`src/rtl/writeback_stage.sv`:
```
// Final pipeline stage: buffers completed results, extends load data, drives the register file write port and ecall handshake.
// Latency: an entry pushed at edge N is popped at edge N+1, so its write is visible in the cycle after N+1. Sustained rate is 1 per cycle.
// Backpressure: in_ready drops only when the result FIFO is full. The FIFO stops popping while an ecall is outstanding or being released.

module writeback_fifo #(
    parameter int DEPTH = 2,
    parameter int WIDTH = 8
) (
    input  logic             clk,
    input  logic             reset,
    input  logic             flush,
    input  logic             push,
    input  logic [WIDTH-1:0] push_dat,
    input  logic             pop,
    output logic [WIDTH-1:0] head_dat,
    output logic             full,
    output logic             empty
);
    localparam int AW = $clog2(DEPTH);
    localparam int PW = AW + 1;

    logic [WIDTH-1:0] mem [DEPTH];
    logic [PW-1:0]    wr_ptr;
    logic [PW-1:0]    rd_ptr;

    // The extra pointer MSB tells full apart from empty when the indices match.
    assign full     = (wr_ptr[PW-1] != rd_ptr[PW-1]) && (wr_ptr[AW-1:0] == rd_ptr[AW-1:0]);
    assign empty    = (wr_ptr == rd_ptr);
    assign head_dat = mem[rd_ptr[AW-1:0]];

    // Pointer update; flush and reset both return the FIFO to empty.
    always_ff @(posedge clk) begin
        if (reset || flush) begin
            wr_ptr <= '0;
            rd_ptr <= '0;
        end else begin
            if (push && !full)
                wr_ptr <= wr_ptr + PW'(1);
            if (pop && !empty)
                rd_ptr <= rd_ptr + PW'(1);
        end
    end

    // Storage write; the caller already gates push with flush.
    always_ff @(posedge clk) begin
        if (push && !full)
            mem[wr_ptr[AW-1:0]] <= push_dat;
    end
endmodule

module writeback_stage #(
    parameter int DEPTH = 2,
    parameter int XLEN  = 64
) (
    input  logic            clk,
    input  logic            reset,
    input  logic            in_valid,
    output logic            in_ready,
    input  logic [4:0]      in_rd,
    input  logic            in_wb_en,
    input  logic            in_is_load,
    input  logic [XLEN-1:0] in_alu_result,
    input  logic [XLEN-1:0] in_load_data,
    input  logic [1:0]      in_load_size,
    input  logic            in_load_unsigned,
    input  logic            in_is_ecall,
    input  logic            flush,
    output logic            rf_write_enable,
    output logic [4:0]      rf_write_register,
    output logic [XLEN-1:0] rf_write_value,
    output logic            rf_ecall,
    input  logic            rf_ecall_done,
    output logic            retire_valid,
    output logic [63:0]     retire_count
);
    typedef struct packed {
        logic [4:0]      rd;
        logic            wb_en;
        logic            is_load;
        logic [XLEN-1:0] alu_result;
        logic [XLEN-1:0] load_data;
        logic [1:0]      load_size;
        logic            load_unsigned;
        logic            is_ecall;
    } entry_t;

    typedef enum logic [1:0] {
        IDLE          = 2'd0,
        ECALL_WAIT    = 2'd1,
        ECALL_RELEASE = 2'd2
    } state_t;

    localparam int EW = $bits(entry_t);

    state_t          state_q;
    state_t          state_d;
    entry_t          in_entry;
    entry_t          head;
    logic            fifo_full;
    logic            fifo_empty;
    logic            push;
    logic            pop;
    logic            sign_bit;
    logic [XLEN-1:0] ext_value;

    assign in_ready = !fifo_full;
    // A push coinciding with flush is dropped along with the buffered entries.
    assign push     = in_valid && in_ready && !flush;

    assign in_entry = '{
        rd:            in_rd,
        wb_en:         in_wb_en,
        is_load:       in_is_load,
        alu_result:    in_alu_result,
        load_data:     in_load_data,
        load_size:     in_load_size,
        load_unsigned: in_load_unsigned,
        is_ecall:      in_is_ecall
    };

    writeback_fifo #(
        .DEPTH (DEPTH),
        .WIDTH (EW)
    ) u_fifo (
        .clk      (clk),
        .reset    (reset),
        .flush    (flush),
        .push     (push),
        .push_dat (in_entry),
        .pop      (pop),
        .head_dat (head),
        .full     (fifo_full),
        .empty    (fifo_empty)
    );

    // Load extension of the head entry; the sign bit is the top bit of the loaded field.
    always_comb begin
        sign_bit  = 1'b0;
        ext_value = head.alu_result;
        if (head.is_load) begin
            case (head.load_size)
                2'd0: begin
                    sign_bit  = !head.load_unsigned && head.load_data[7];
                    ext_value = {{(XLEN-8){sign_bit}}, head.load_data[7:0]};
                end
                2'd1: begin
                    sign_bit  = !head.load_unsigned && head.load_data[15];
                    ext_value = {{(XLEN-16){sign_bit}}, head.load_data[15:0]};
                end
                2'd2: begin
                    sign_bit  = !head.load_unsigned && head.load_data[31];
                    ext_value = {{(XLEN-32){sign_bit}}, head.load_data[31:0]};
                end
                default: ext_value = head.load_data;
            endcase
        end
    end

    // Next state and pop decision; pops happen only in IDLE and never on a flush cycle.
    always_comb begin
        state_d = state_q;
        pop     = 1'b0;
        case (state_q)
            IDLE: begin
                if (!fifo_empty && !flush) begin
                    pop = 1'b1;
                    if (head.is_ecall)
                        state_d = ECALL_WAIT;
                end
            end
            ECALL_WAIT: begin
                if (rf_ecall_done)
                    state_d = ECALL_RELEASE;
            end
            ECALL_RELEASE: state_d = IDLE;
            default:       state_d = IDLE;
        endcase
    end

    // State register.
    always_ff @(posedge clk) begin
        if (reset)
            state_q <= IDLE;
        else
            state_q <= state_d;
    end

    // Registered register-file outputs and retirement bookkeeping.
    always_ff @(posedge clk) begin
        if (reset) begin
            rf_write_enable   <= 1'b0;
            rf_write_register <= '0;
            rf_write_value    <= '0;
            rf_ecall          <= 1'b0;
            retire_valid      <= 1'b0;
            retire_count      <= '0;
        end else begin
            rf_write_enable <= 1'b0;
            retire_valid    <= 1'b0;
            if (pop && !head.is_ecall) begin
                rf_write_enable   <= head.wb_en && (head.rd != 5'd0);
                rf_write_register <= head.rd;
                rf_write_value    <= ext_value;
                retire_valid      <= 1'b1;
                retire_count      <= retire_count + 64'd1;
            end
            if (pop && head.is_ecall)
                rf_ecall <= 1'b1;
            // The ecall retires only once the register file reports completion.
            if (state_q == ECALL_WAIT && rf_ecall_done) begin
                rf_ecall     <= 1'b0;
                retire_valid <= 1'b1;
                retire_count <= retire_count + 64'd1;
            end
        end
    end
endmodule
```
`config.mk`:
```
export PLATFORM = sky130hd
export DESIGN_NAME = writeback_stage
export DESIGN_NICKNAME = d
export VERILOG_FILES = /design/src/rtl/writeback_stage.sv
export SDC_FILE = /design/constraint.sdc
export NUM_CORES = 1
export LEC_CHECK = 0
export BUFFER_PORTS_ARGS = -buffer_cell sky130_fd_sc_hd__buf_2
export CAP_MARGIN = 20
export CORE_ASPECT_RATIO = 0.5
export CORE_UTILIZATION = 44
export CTS_CLUSTER_SIZE = 20
export DETAILED_ROUTE_END_ITERATION = 16
export SLEW_MARGIN = 20
export SYNTH_ARGS = -nofsm -noshare
export SYNTH_HDL_FRONTEND = slang
export SYNTH_SLANG_ARGS = --single-unit
```
`constraint.sdc`:
```
create_clock -name clk -period 11.6 [get_ports clk]
set_input_delay 2.32 -clock clk [delete_from_list [all_inputs] [get_ports clk]]
set_output_delay 2.32 -clock clk [all_outputs]
set_load 0.02 [all_outputs]
```
==> results.yml <==
status:
  outcome: "complete, no violations"
route:
  wl_mm: 41.79
  routedWlPerCell_um: 19.63
  drcViolationCount: 0
  drt_pass1_iterations: 5
  drtIter0Drc: 824
  ant_nets: 0
  viasPerCell: 5.517
  vias: 11750
flow_run:
  cap_violations: 0
grt:
  grt_overflow_total: 0
  grt_pass1_wl_mm: 64.92
  grt_pass1_vias: 11510
  grt_max_degree: 84
  antenna_found_initial: 3
  grt_usage_pct: 21.03
floorplan:
  core_um2: 37540
  die_w_um: 278.7
  pin_count: 281
  start_util_pct: 44.88
  rows: 50
  die_y_um: 140.4
  die_area_um2: 39120
synthesis:
  synth_fa_ha_area_share_pct: 0.07428
  seq_area_frac_synth_pct: 66.55
  ys_ff_latch: 421
  synth_simple_gate_area_share_pct: 11.60
  synth_area_um2: 16840
  synthFlopType: "edfxtp_1"
  synth_compound_area_share_pct: 11.48
  ys.warnings.count: 0
  synth-edff-count: 278
  syn_inst: 1349
  syn_avg_cell_area_um2: 12.49
  yosys.area_share.xor_xnor_pct: 0.9359
  synth_cell_type_count: 60
  synth_nets: 1494
  synth_top_family_by_area: "simple AND/OR/NAND/NOR gates"
  postSynth.asyncResetShare_pct: 0
  synthMuxAreaShare_pct: 7.056
timing:
  hold_violations: 0
  period_minus_slack_ns: 4.582
  fin_tns_setup_ns: 0
  clock.fmax_mhz: 218.2
  setup_violations: 0
  worst_slew_pin_slew_ns: 1.034
  fin_crit_sh_pct: 39.50
  finClkSkew_ns: 0.01524
  finalMaxSlewViolations: 0
  grt_setup_unrepaired: "false"
  max-slew-margin-rel_pct: 31.07
clock_tree:
  insertion_delay_ns: 0.54
  cts_resized: 0
  cts_sinks: 421
  numCtsBuffers: 39
  clk_path_buf_depth: 3
  post-cts-setup-buffers: 0
  cts_tree: "built"
  cts.hold.buffers_added: 0
  clk_pin_slew_worst_paths_ns: 0.06
  root_buffer: "clkbuf_16"
  h-tree-depth: 2
worst_setup_path:
  cp.arrival_ns: 4.75
  critPathLaunchType: "input port"
  critPathMaxFanout: 64
  crit_required_ns: 11.77
  crit_type: "input port to flop"
  endpoint_kind: "flop"
placed_design:
  dp_hpwl_mm: 26.26
  io_buffers: 280
  dp_cells: 2051
  place_congestion: 0.7946
pwr:
  power.switching_w: 0.0006621
  switching_share_pct: 20.77
  clkPwrFrac_pct: 44.7
  peakVddDrop_mv: 0.1279
  p_seq_share_pct: 51.5
  internal_power_w: 0.002526
  power_density_nw_per_um2: 158.2
  p_leak_nw: 6.984
  combPwrFrac_pct: 3.7
min_path:
  hold_class: "flop to flop"
layout:
  area_growth_pct: 19.61
  finalNonFillerCells: 2129
  drive_gt1_share_pct: 23.97
  num-nets-final: 1745
## registers in the layout, summed over array words and instances, names as in the netlist, named ones only
signal             flops
retire_valid           1
retire_count          64
u_fifo.mem           278
rf_write_value        64
rf_ecall               1
state_q                2
u_fifo.rd_ptr          2
u_fifo.wr_ptr          2
rf_write_register      5
rf_write_enable        1
## path summary, 6_finish.rpt
path | endpoint | cells past startpoint | start | slack [ns]
worst min register to register | rf_write_value[46] | 2 | rf_write_value[46] | 0.45
worst min-delay path | rf_write_value[46] | 2 | rf_write_value[46] | 0.45
worst max register to register | rf_write_value[55] | 6 | flop | 7.83
worst max-delay path | u_fifo.mem[1][16] | 4 | flush | 7.02
## synth_stat cells, drive strengths merged (14+ instances only)
master  instances  share of area, %
dfxtp         143                17
nor2b          26              0.97
a22oi          16              0.71
nand3          32              0.95
or4            20              0.91
a211o          16              0.83
clkbuf         75               1.7
mux2           22               1.5
edfxtp        278                50
nand2         102               2.3
o41ai          14              0.73
nor2           90               2.0
mux2i          94               5.6
o21ai          51               1.5
nor3           21              0.62
buf            14              0.39
a21oi         150               4.5
nand4          21              0.82
a211oi         23               1.1
## logic make-up after synthesis
kind of cell               Yosys count
AOI/OAI and AO/OA                  313
xor gates and xnor gates            18
adders and majority gates            1
buffers and inverters              100
DFF                                421
muxes                              116
and+or+nand+nor                    380
## metal layers
metal	vias to the layer above	wire length [um]	GRT usage, %
met5	-	0	0
met4	0	761	5.408
met3	54	1866	3.870
met2	286	21910	38.29
met1	5789	17260	25.70
li1	5617	-	-
## cells in the final DEF, fill, tap and decap left out, types with 19 or more instances in the layout
master	Yosys	routed
buf_2	7	279
edfxtp_1	278	278
a21oi_1	150	150
dfxtp_1	143	142
nand2_1	102	102
mux2i_1	94	93
nor2_1	90	89
o21ai_0	50	50
clkbuf_16	0	40
nand3_1	32	32
nor2b_1	26	26
a211oi_1	22	22
nor3_1	21	21
nand4_1	20	20
or4_1	19	19
## power by group through the flow
| stage | clock, W | sequential, W | combinational [W] |
|---|---|---|---|
| after floorplan | 0 | 0.00168 | 0.0000578 |
| after global placement | 0 | 0.00167 | 0.000116 |
| after detailed placement | 0 | 0.00168 | 0.000120 |
| after CTS | 0.00146 | 0.00164 | 0.000120 |
| after global routing | 0.00152 | 0.00164 | 0.000131 |
| final | 0.00143 | 0.00164 | 0.000119 |
## worst max-delay path: stages
cell	delay (ns)
buf_2	0.14
and4b_4	0.68
buf_4	0.83
buf_4	0.69
## per-stage QoR
step	hold slack (ns)	utilization (%)	worst slack (ns)	total power [W]	area, um^2
2_1_floorplan	0.5153	-	2.674	0.001740	16840
3_3_place_gp	0.4382	49.82	6.373	0.001790	18700
3_5_place_dp	0.4439	49.82	6.347	0.001796	18700
4_1_cts	0.4531	53.60	6.911	0.003219	20120
5_1_grt	0.4672	53.67	6.912	0.003295	20150
6_report	0.4489	53.68	7.018	0.003188	20150
## final cells by class
class | count | area (um^2)
multi-input cells | 828 | 5296
well taps | 494 | 618.1
clock inverters | 22 | 359.1
inverters | 11 | 41.29
repair buffers | 299 | 1550
clock buffers | 50 | 1059
diodes | 4 | 10.01
fillers | 3259 | 17390
flip-flops and latches | 421 | 11210
Power figures use the tool's default switching activity.
